$ cat config.mk
export PLATFORM = sky130hd
export DESIGN_NAME = hazard_ctrl
export DESIGN_NICKNAME = d
export VERILOG_FILES = /design/src/rtl/hazard_ctrl_pkg.sv /design/src/rtl/hazard_ctrl_md_occupancy.sv /design/src/rtl/hazard_ctrl.sv
export SDC_FILE = /design/constraint.sdc
export NUM_CORES = 1
export LEC_CHECK = 0
export ABC_AREA = 1
export CAP_MARGIN = 10
export CORE_ASPECT_RATIO = 1.25
export CORE_UTILIZATION = 49
export DETAILED_ROUTE_END_ITERATION = 10
export PLACE_DENSITY = 0.8
export SYNTH_ARGS = -nofsm -noshare
export SYNTH_HDL_FRONTEND = slang
export SYNTH_HIERARCHICAL = 1
export SYNTH_SLANG_ARGS = --single-unit
$ cat constraint.sdc
create_clock -name clk -period 1.8 [get_ports clk]
set_input_delay 0.36 -clock clk [delete_from_list [all_inputs] [get_ports clk]]
set_output_delay 0.36 -clock clk [all_outputs]
set_load 0.05 [all_outputs]
$ cat src/rtl/hazard_ctrl_pkg.sv
// Shared definitions for the pipeline hazard controller: mult/div FSM encoding,
// default unit latencies and the hardwired zero register index.
package pipe_pkg;

  typedef enum logic {
    MD_RUN  = 1'b0,
    MD_BUSY = 1'b1
  } md_state_e;

  localparam int MULT_LAT_DEF = 4;
  localparam int DIV_LAT_DEF  = 32;

  localparam logic [4:0] REG_ZERO = 5'd0;

  function automatic int mdLatency(input logic isDiv, input int multLat, input int divLat);
    return isDiv ? divLat : multLat;
  endfunction

endpackage

$ cat src/rtl/hazard_ctrl_md_occupancy.sv
// Mult/div occupancy tracker: HI/LO is busy for a fixed latency after a start,
// with a done pulse in the final busy cycle and a sticky overlap error.
module md_occupancy
  import pipe_pkg::*;
#(
  parameter int MULT_LAT = MULT_LAT_DEF,
  parameter int DIV_LAT  = DIV_LAT_DEF,
  parameter int CNT_W    = 6
) (
  input  logic clk,
  input  logic rst,
  input  logic md_start_i,
  input  logic md_is_div_i,
  output logic md_busy_o,
  output logic md_done_o,
  output logic md_err_o
);

  md_state_e        state_q;
  logic [CNT_W-1:0] cnt_q;
  logic             done_q;
  logic             err_q;

  // done is registered one cycle early so it lines up with the cnt==0 busy cycle
  always_ff @(posedge clk) begin
    if (rst) begin
      state_q <= MD_RUN;
      cnt_q   <= '0;
      done_q  <= 1'b0;
      err_q   <= 1'b0;
    end else begin
      case (state_q)
        MD_RUN: begin
          done_q <= 1'b0;
          if (md_start_i) begin
            state_q <= MD_BUSY;
            cnt_q   <= CNT_W'(mdLatency(md_is_div_i, MULT_LAT, DIV_LAT) - 1);
          end
        end
        MD_BUSY: begin
          if (md_start_i) begin
            err_q <= 1'b1;
          end
          if (cnt_q == '0) begin
            state_q <= MD_RUN;
            done_q  <= 1'b0;
          end else begin
            cnt_q  <= cnt_q - CNT_W'(1);
            done_q <= (cnt_q == CNT_W'(1));
          end
        end
        default: begin
          state_q <= MD_RUN;
          done_q  <= 1'b0;
        end
      endcase
    end
  end

  assign md_busy_o = (state_q == MD_BUSY);
  assign md_done_o = done_q;
  assign md_err_o  = err_q;

endmodule

$ cat src/rtl/hazard_ctrl.sv
// Pipeline hazard controller: load-use and mult/div stalls, branch flush gating
// and a saturating stall-cycle performance counter.
module hazard_ctrl
  import pipe_pkg::*;
#(
  parameter int MULT_LAT = MULT_LAT_DEF,
  parameter int DIV_LAT  = DIV_LAT_DEF,
  parameter int CNT_W    = 6,
  parameter int PERF_W   = 16
) (
  input  logic              clk,
  input  logic              rst,
  input  logic [4:0]        rs_IFID,
  input  logic [4:0]        rt_IFID,
  input  logic              uses_rt_IFID,
  input  logic [4:0]        rt_IDEX,
  input  logic              MemRead_IDEX,
  input  logic              md_start_IDEX,
  input  logic              md_is_div,
  input  logic              md_use_IFID,
  input  logic              branch_taken,
  output logic              PCWrite,
  output logic              IFIDWrite,
  output logic              ctrl_bubble,
  output logic              IFID_flush,
  output logic              md_busy,
  output logic              md_done,
  output logic              md_err,
  output logic [PERF_W-1:0] stall_cnt
);

  logic              loadUse;
  logic              mdHazard;
  logic              stall;
  logic [PERF_W-1:0] stallCnt_q;
  logic [PERF_W-1:0] stallCnt_d;

  md_occupancy #(
    .MULT_LAT(MULT_LAT),
    .DIV_LAT (DIV_LAT),
    .CNT_W   (CNT_W)
  ) u_md_occupancy (
    .clk        (clk),
    .rst        (rst),
    .md_start_i (md_start_IDEX),
    .md_is_div_i(md_is_div),
    .md_busy_o  (md_busy),
    .md_done_o  (md_done),
    .md_err_o   (md_err)
  );

  // Reset forces the pipeline enables open so the datapath flushes cleanly
  always_comb begin
    loadUse  = MemRead_IDEX && (rt_IDEX != REG_ZERO) &&
               ((rt_IDEX == rs_IFID) || (uses_rt_IFID && (rt_IDEX == rt_IFID)));
    mdHazard = md_busy && md_use_IFID;
    stall    = !rst && (loadUse || mdHazard);

    PCWrite     = !stall;
    IFIDWrite   = !stall;
    ctrl_bubble = stall;
    IFID_flush  = !rst && branch_taken && !stall;

    stallCnt_d = stallCnt_q;
    if (stall && (stallCnt_q != '1)) begin
      stallCnt_d = stallCnt_q + PERF_W'(1);
    end
  end

  always_ff @(posedge clk) begin
    if (rst) begin
      stallCnt_q <= '0;
    end else begin
      stallCnt_q <= stallCnt_d;
    end
  end

  assign stall_cnt = stallCnt_q;

endmodule

==> Word-level counts from Yosys, hierarchy flattened <==
Index checks and enable logic that the tools add are counted.
{ "totals": {"register_bits": 25, "latch_bits": 0, "ram_bits": 0, "mem_bits_ro": 0, "out_inout_bits": 23, "elab_cells": 40, "memories": 0} }
{ "op_classes": {"addsub": 3, "mul": 0, "n_div": 0, "n_lt_le_gt_ge": 0, "eq_ne": 6, "shift": 0, "n_mux": 9, "bitwise_logic": 1, "reduce_logical": 16} }
{ "ops": {"columns": ["cell", "count"], "rows": [
  ["two-way mux 6 bit", 3],
  ["adder 16 x 1 -> 16 bit, second input constant", 1],
  ["inequality test 16 bit, second input constant", 1],
  ["one-hot mux 6 bit (2 select lines)", 1],
  ["== test 5 bit", 2],
  ["logical AND 1 bit", 8],
  ["== test 6 x 1 -> 1 bit, second input constant", 1],
  ["zero test 6 bit", 1],
  ["subtractor 6 x 1 -> 6 bit, second input constant", 1],
  ["subtractor 6 x 2 -> 6 bit, second input constant", 1],
  ["nonzero test 5 bit", 1],
  ["inequality test 2 bit, second input constant", 2],
  ["one-hot mux 1 bit (2 select lines)", 2],
  ["AND reduction 2 bit", 2],
  ["two-way mux 1 bit", 3],
  ["zero test 1 bit", 2],
  ["logical OR 1 bit", 2],
  ["inverter 1 bit", 1]
]} }

==> Depth between registers and ports, before layout <==
Gate-level depths: netlist of the first run.
{ "depth": {"ltp_word": 8, "depth_mapped": 13, "mapped_depth_nobuf": 12} }

==> By module <==
The synthesis of the first run kept the hierarchy.
{ "by_module_without_submodules": {"columns": ["mod", "instances", "cells_each", "area_each_um2", "seq_area_each_um2"], "rows": [
  ["hazard_ctrl", 1, 224, 1257.5, 320.3],
  ["md_occupancy", 1, 69, 490.5, 180.2]
]} }

==> Least setup slack after synthesis of the first run <==
Ideal clock, no wire load.
{ "synth_path": {"path_type": "register to output", "start": "register u_md_occupancy.state_q (netlist: u_md_occupancy/md_busy_o)", "end": "output ctrl_bubble", "t_arrival_ns": 1.878, "t_required_ns": 1.440, "slack_ns": -0.438, "path_stages_with_launch": 5, "n_path_buf": 0, "path_cell_list": "dfxtp_1 > nand2_1 > nand2_4 > nand2_1 > inv_1"} }
{ "synth_via": {"elab_chain_len": 3} }
{ "synth_rtl": {"columns": ["item", "line", "rtl"], "rows": [
  ["start: declaration", "hazard_ctrl_md_occupancy.sv:19", "md_state_e state_q;"],
  ["start signal: assignment", "hazard_ctrl_md_occupancy.sv:27", "state_q <= MD_RUN;"],
  ["start signal: assignment", "hazard_ctrl_md_occupancy.sv:36", "state_q <= MD_BUSY;"],
  ["start signal: assignment", "hazard_ctrl_md_occupancy.sv:45", "state_q <= MD_RUN;"],
  ["logical AND 1 bit", "hazard_ctrl.sv:56", "mdHazard = md_busy && md_use_IFID;"],
  ["logical OR 1 bit", "hazard_ctrl.sv:57", "stall = !rst && (loadUse || mdHazard);"],
  ["logical AND 1 bit", "hazard_ctrl.sv:57", null],
  ["end: declaration", "hazard_ctrl.sv:24", "output logic ctrl_bubble,"]
]} }
Every way passes these cells.

==> Final worst setup path of the first run <==
{ "layout_path": {"start": "input rt_IDEX[2]", "end": "output IFIDWrite"} }
{ "layout_via": {"elab_chain_len": 7, "word_cells_on_any_way": 10, "classes_between": "2 x eq/ne; 8 x reduce/logical"} }
{ "layout_rtl": {"columns": ["item", "line", "rtl"], "rows": [
  ["start: declaration", "hazard_ctrl.sv:16", "input logic [4:0] rt_IDEX,"],
  ["== test 5 bit", "hazard_ctrl.sv:55", "((rt_IDEX == rs_IFID) || (uses_rt_IFID && (rt_IDEX == rt_IFID)));"],
  ["logical AND 1 bit", "hazard_ctrl.sv:55", null],
  ["logical OR 1 bit", "hazard_ctrl.sv:55", null],
  ["logical AND 1 bit *", "hazard_ctrl.sv:54", "loadUse = MemRead_IDEX && (rt_IDEX != REG_ZERO) &&"],
  ["logical OR 1 bit *", "hazard_ctrl.sv:57", null],
  ["logical AND 1 bit *", "hazard_ctrl.sv:57", null],
  ["zero test 1 bit *", "hazard_ctrl.sv:60", "IFIDWrite = !stall;"],
  ["end: declaration", "hazard_ctrl.sv:23", "output logic IFIDWrite,"]
]} }
Every way passes the cells marked *; elsewhere a longest branch is shown, timed or not.

==> key figures, run 1 <==
GRT
  • Overflow after GRT: 0
  • First-pass GRT wire length: 6.73 mm
  • Largest net degree at the start of global routing: 19
  • Vias in the first global route: 1633
  • Initial antenna violation count: 0
  • GRT Total Usage: 21.9%

Setup path
  • Critical Path AT: 1.39 ns
  • CP Max Fanout: 3
  • Worst Path Buf+Inv: 4
  • Crit path max-delay family: simple AND/OR/NAND/NOR gates
  • Worst R2R End: stall_cnt[1]$_SDFFE_PP0P_
  • CP startpoint kind: input port
  • FF-to-FF Start: stall_cnt[0]$_SDFFE_PP0P_
  • Crit-path cells: buf_4 > inv_1 > nand2_1 > nand2_1 > nor2_1 > nand3_1 > nand2_1 > nand2_2 > nand2_4 > nand2_4 > buf_12 > buf_12
  • Levels on crit path: 12
  • Crit-path slowest cell: buf_12
  • CP peak stage delay: 0.14 ns
  • Setup CP Type: input port to output pin
  • R2r setup slk: 0.12 ns
  • Crit-path most repeated cell: nand2_1
  • Crit end category: output pin
  • R2R depth: 10
  • Critical path required time: 1.44 ns

Hold path
  • Hold_sp: u_md_occupancy/md_err_o$_SDFFE_PP0P_
  • Hold-critical path endpoint: u_md_occupancy/md_err_o$_SDFFE_PP0P_
  • Worst min-delay path category: flop to flop
  • Hold Path Depth: 2

Power
  • Total power: 1.43 mW
  • Worst vdd ir: 0.608 mV
  • Pwr Density: 613 nW/um2
  • Leak: 1.21 nW

Route
  • Drc violations: 0
  • Vias post-DR: 1911
  • Final wirelength: 4.13 mm
  • Initial DRC Count: 61
  • Pre-antenna DRT Iters: 4
  • Antenna viol nets, final: 0
  • Vias/cell: 4.96
  • DR WL/cell: 10.7 um

STA
  • Fin crit share: 97.1%
  • Worst-margin pin slew: 0.305 ns
  • Final setup violation count: 0
  • Fmax: 0.572 GHz
  • Tmin final: 1.75 ns
  • Final hold vios: 0
  • Setup slack after layout: 0.0518 ns
  • Setup TNS: 0 ns
  • Max-Slew Margin vs Limit: 79.6%
  • Layout Skew: 0.00815 ns
  • Max-slew violation count: 0

Synthesis
  • FFs w/ async S/R, synth: 0%
  • Post-synth EDFFs: 0
  • Post-synth top area share: 28.6%
  • Post-Syn Instances: 293
  • Post-synth top cells: nand2_1, nor2_1, inv_1
  • Synth Register Bits: 25
  • Sequential fraction of the synthesis area: 28.6%
  • Synthesized area: 1750 um2
  • Cell taking the most area after synthesis: dfxtp_1
  • Post-synth net total: 320
  • YS warnings: 6
  • Most common cell in the netlist: nand2_1
  • Main synth FF type: dfxtp_1
  • Area contributors post-synth: dfxtp_1, nand2_1, nor2_1
  • Mapped Avg Cell Area: 5.97 um2
  • Post-synth cell types: 27

Floorplan
  • Die area: 3810 um2
  • Rows: 23
  • Initial Utilization: 52.8%
  • Chip height: 68.8 um
  • I/O pins: 46
  • Die Width: 55.4 um
  • Core area: 3310 um2

Clocking
  • CTS tree: yes
  • Num CTS Buffers: 3
  • Max Root-Sink Buffers: 2
  • Clock transition at path regs: 0.10 ns
  • Worst-skew pair later-pin latency: 0.27 ns
  • H-tree level count: 1
  • Sink Count: 25
  • Setup Buffers After CTS: 0
  • Root buf cell: clkbuf_8

Cells and area
  • Nets: 376
  • N_diodes: 0
  • Final core occ: 70.5%
  • Fin area: 2330 um2
  • Share of cells above drive strength 1: 23.9%
  • Layout area overhead: 33.5%

Placement
  • Placed cell areas: 2280 um2
  • RD Place Congestion: 0.878
  • Pre-CTS WS: -0.426 ns
  • Post-DP HPWL: 3.28 mm
  • Port bufs: 45

Status
  • Status: completed

Flow run
  • Max_cap viols: 0
## area by class of cell
cell class / instances / area [um2]
Multi-Input combinational cell: 210 / 1060
Clock buffer: 3 / 41.3
Timing Repair Buffer: 55 / 465
Fill cell: 305 / 976
Inverter: 54 / 210
Sequential cell: 25 / 504
Clock inverter: 1 / 7.51
Tap cell: 37 / 46.3
## where the power goes
group	leakage, nW	internal [mW]	switching, mW	total [mW]
sequential	0.205	0.588	0.0349	0.623
clock	0.0217	0.157	0.188	0.345
combinational	0.985	0.184	0.278	0.462
total	1.21	0.929	0.501	1.43
## placed cells by master (no fill, tap or decap), drive strengths merged
cell | synthesis | final
a21boi | 1 | 1
a21oi | 9 | 9
buf | 3 | 41
clkbuf | 1 | 9
clkdlybuf4s15 | 0 | 1
clkdlybuf4s50 | 0 | 5
clkinv | 3 | 3
clkinvlp | 0 | 2
dfxtp | 25 | 25
dlygate4sd2 | 0 | 1
dlymetal6s2s | 0 | 1
ha | 4 | 4
inv | 51 | 50
nand2 | 87 | 87
nand3 | 28 | 28
nand3b | 1 | 1
nand4 | 12 | 12
nor2 | 52 | 52
nor3 | 3 | 3
o21ai | 8 | 8
xnor2 | 2 | 2
xor2 | 3 | 3
## cell families (layout without fill, tap and decap cells)
family          after synthesis  count (layout)  synth area share [%]
fa+ha+maj                     4               4                  2.86
xor+xnor                      5               5                  2.51
buf+inv                      58             113                  13.7
compound gates               18              18                  5.30
simple gates                183             183                  47.0
flops                        25              25                  28.6
## routing by layer
layer | vias to the layer above | track usage [%] | wire (um)
li1 | 1018 | - | -
met1 | 851 | 25.2 | 1810
met2 | 38 | 42.3 | 2170
met3 | 4 | 2.24 | 109
met4 | 0 | 7.81 | 34
met5 | - | 0 | 0
## tightest hold or removal path: stages, from the launching register on
cell and delay, ns:
dfxtp_1 0.35, a21oi_1 0.04, nor2_1 0.07
## registers in the layout (all words and copies together), names as in the netlist
name	flops
stall_cnt	16
u_md_occupancy/cnt_q	6
u_md_occupancy/md_busy_o	1
u_md_occupancy/md_done_o	1
u_md_occupancy/md_err_o	1
## worst max path at each step
| stage | endpoint | slack, ns | start |
|---|---|---|---|
| 3_5_place_dp | IFIDWrite | -0.43 | rt_IDEX[4] |
| 2_1_floorplan | ctrl_bubble | -0.07 | rt_IDEX[3] |
| 6_report | IFIDWrite | 0.05 | rt_IDEX[2] |
| 5_1_grt | IFIDWrite | -0.01 | rt_IDEX[4] |
| 3_3_place_gp | IFIDWrite | -0.39 | rt_IDEX[4] |
| 4_1_cts | IFIDWrite | 0.0001 | rt_IFID[1] |
## stage by stage
| stage | std cells | hold slack, ns |
|---|---|---|
| final | 385 | 0.494 |
| after global routing | 385 | 0.537 |
| after CTS | 385 | 0.496 |
| after detailed placement | 381 | 0.470 |
| after global placement | 381 | 0.461 |
| after floorplan | 293 | 0.425 |
## what timing repair did
item,CTS,global route
gates resized for setup,54,22
endpoints found under the setup margin,16,8
pin swaps,23,14
hold buffers,0,0
No activity file was read; power rests on OpenSTA's default activity.
==> run 2: changes to the inputs <==
--- a/config.mk
+++ b/config.mk
@@ -6,6 +6,7 @@
 export NUM_CORES = 1
 export LEC_CHECK = 0
 export ABC_AREA = 1
+export ABC_CLOCK_PERIOD_IN_PS = 1800
 export CAP_MARGIN = 10
 export CORE_ASPECT_RATIO = 1.25
 export CORE_UTILIZATION = 49
==> results of run 2 <==
The final DEF is identical to that of run 1; final timing and power are the same.
==> run 3: changes to the inputs <==
--- a/config.mk
+++ b/config.mk
@@ -12,6 +12,7 @@
 export CORE_UTILIZATION = 49
 export DETAILED_ROUTE_END_ITERATION = 10
 export PLACE_DENSITY = 0.8
+export SETUP_SLACK_MARGIN = 0.02
 export SYNTH_ARGS = -nofsm -noshare
 export SYNTH_HDL_FRONTEND = slang
 export SYNTH_HIERARCHICAL = 1
==> run 3 against run 2 <==
Sequential power about the same. Clock-buffer cell count increased by 1. Critical path depth unchanged. Final area increased by 1.3%. Sequential share of layout area decreased by 0.18 points.
==> key figures, run 3 (synthesized netlist as in run 1, its figures left out) <==
Floorplan
  • Core area: 3310 um2 (unchanged)
  • I/O pins: 46 (unchanged)
  • Initial Utilization: 52.8% (unchanged)
  • Die area: 3810 um2 (unchanged)
  • Rows: 23 (unchanged)
  • Chip height: 68.8 um (unchanged)
  • Die Width: 55.4 um (unchanged)

Route
  • DR WL/cell: 11.5 um (+7.0%)
  • Antenna viol nets, final: 0 (unchanged)
  • Vias/cell: 5.07 (+2.1%)
  • Vias post-DR: 1957 (+2.4%)
  • Initial DRC Count: 132 (+120%)
  • Pre-antenna DRT Iters: 4 (unchanged)
  • Final wirelength: 4.43 mm (+7.2%)
  • Drc violations: 0 (unchanged)

Setup path
  • Crit path max-delay family: simple AND/OR/NAND/NOR gates
  • Setup CP Type: input port to output pin
  • CP peak stage delay: 0.13 ns (about the same)
  • Critical Path AT: 1.35 ns (-0.04 ns)
  • CP Max Fanout: 4 (+1)
  • Crit-path most repeated cell: nand2_1
  • CP startpoint kind: input port
  • Worst Path Buf+Inv: 4 (unchanged)
  • Crit-path slowest cell: nor2_1
  • Critical path required time: 1.44 ns (about the same)
  • Crit-path cells: buf_2 > inv_2 > nand2_1 > nand2_1 > nor2_1 > nand3_1 > nand2_1 > nand2_2 > nand2_4 > nand2_8 > clkinvlp_4 > buf_8
  • Crit end category: output pin

GRT
  • Met1 GRT Util: 26.7% (+1.4 points)
  • Vias in the first global route: 1716 (+5.1%)
  • Busiest grt layer: met2
  • First-pass GRT wire length: 7.25 mm (+7.7%)
  • Overflow after GRT: 0 (unchanged)
  • GRT Total Usage: 24.0% (+2.1 points)
  • M3 GR Usage: 2.61% (+0.37 points)
  • Largest net degree at the start of global routing: 16 (-3)
  • M2 GR Usage: 46.7% (+4.4 points)
  • Initial antenna violation count: 0 (unchanged)

STA
  • Max-Slew Margin vs Limit: 77.0% (-2.6 points)
  • Layout Skew: 0.00506 ns (-0.00309 ns)
  • Unrepaired setup endpoints after global routing: no
  • Fmax: 0.584 GHz (+2.0%)
  • Max-slew violation count: 0 (unchanged)
  • Tmin final: 1.71 ns (-0.0346 ns)
  • Worst-margin pin slew: 0.345 ns (+0.0393 ns)
  • Fin crit share: 95.2% (-1.9 points)
  • Final hold vios: 0 (unchanged)
  • Final setup violation count: 0 (unchanged)
  • Final hold slack: 0.480 ns (-0.0139 ns)

Clocking
  • CTS tree: yes
  • Root buf cell: clkbuf_8
  • Clock transition at path regs: 0.08 ns (-0.02 ns)
  • Sink Count: 25 (unchanged)
  • H-tree level count: 1 (unchanged)
  • Max Root-Sink Buffers: 2 (unchanged)
  • Num CTS Buffers: 3 (unchanged)
  • Worst-skew pair later-pin latency: 0.27 ns (about the same)

Cells and area
  • Layout area overhead: 35.3%
  • N_diodes: 0 (unchanged)
  • Largest register FFs: 16 (unchanged)
  • Share of cells above drive strength 1: 25.5% (+1.7 points)
  • Nets: 377 (+0.27%)
  • Fillers: 319 (+4.6%)
  • Commonest cells after routing, fill and taps aside: nand2_1, nor2_1, inv_1, buf_4, nand3_1
  • Most common cell after layout, fill and taps aside: nand2_1

Placement
  • RD Place Congestion: 0.917 (+4.5%)
  • Post-DP HPWL: 3.36 mm (+2.5%)
  • Port bufs: 45 (unchanged)

Power
  • Pwr Density: 606 nW/um2 (-1.2%)
  • Leak: 1.20 nW (-1.1%)
  • Worst vdd ir: 0.499 mV (-18%)
  • Total power: 1.43 mW (+0.16%)

Hold path
  • Worst min-delay path category: flop to flop

Flow run
  • Max_cap viols: 0 (unchanged)

Status
  • Status: completed
-- run 3: changes by cell type in the layout (fill, tap and decap cells not counted), moves of 3 or more --
cell / delta
buf_2: +6
clkbuf_2: -4
buf_6: -3
inv_1: -3
inv_4: +3
-- run 3: cell type report --
type	count	area [um2]	share of cell area, %
multi-input combinational	211	1090	46.1
sequential	25	507	21.4
inverter	54	216	9.15
clock buffer	4	45.0	1.90
timing repair buffer	55	460	19.5
tap	37	46.3	1.96
-- run 3: worst min-delay path: cells and delay by family (launching register included) --
family | cells | cell delay (ns)
flops | 1 | 0.33
simple gates | 1 | 0.07
compound gates | 1 | 0.04
-- run 3: path summary, 6_finish.rpt --
path                                                      startpoint                                   end  slack [ns]  cells past startpoint
worst min-delay path            u_md_occupancy/md_err_o$_SDFFE_PP0P_  u_md_occupancy/md_err_o$_SDFFE_PP0P_        0.48                      2
worst max-delay path                                      rt_IDEX[2]                           ctrl_bubble        0.09                     12
worst min register to register  u_md_occupancy/md_err_o$_SDFFE_PP0P_  u_md_occupancy/md_err_o$_SDFFE_PP0P_        0.48                      2
worst max register to register             stall_cnt[0]$_SDFFE_PP0P_             stall_cnt[8]$_SDFFE_PP0P_        0.16                     12
-- run 3: timing repair --
item	CTS	global route
hold buffers	0	0
gates cloned	0	1
endpoints found under the setup margin	16	17
pin swaps	22	14
buffers inserted	1	1
resized for setup	65	25
-- run 3: per-stage QoR --
step	utilization (%)	setup TNS, ns	worst slack [ns]	cell area (um2)	instances
after floorplan	-	0	0.0630	1770	293
after global placement	68.7	-5.44	-0.358	2270	379
after detailed placement	68.7	-5.74	-0.373	2270	379
after CTS	69.5	0	0.0206	2300	384
after global routing	71.5	0	0.00542	2360	386
final	71.5	0	0.0864	2360	386
-- run 3: where the power goes --
group	total (mW)	internal [mW]	switching (mW)
Sequential	0.623	0.588	0.0348
Combinational	0.472	0.185	0.287
Clock	0.338	0.158	0.179
Total	1.43	0.932	0.501
-- run 3: metal layers --
| layer | wire (um) | vias to the layer above | share of wire, % |
|---|---|---|---|
| met5 | 0 | - | 0 |
| met4 | 91 | 0 | 2.1 |
| met3 | 223 | 11 | 5.0 |
| met2 | 2290 | 64 | 52 |
| met1 | 1830 | 866 | 41 |
| li1 | - | 1016 | - |
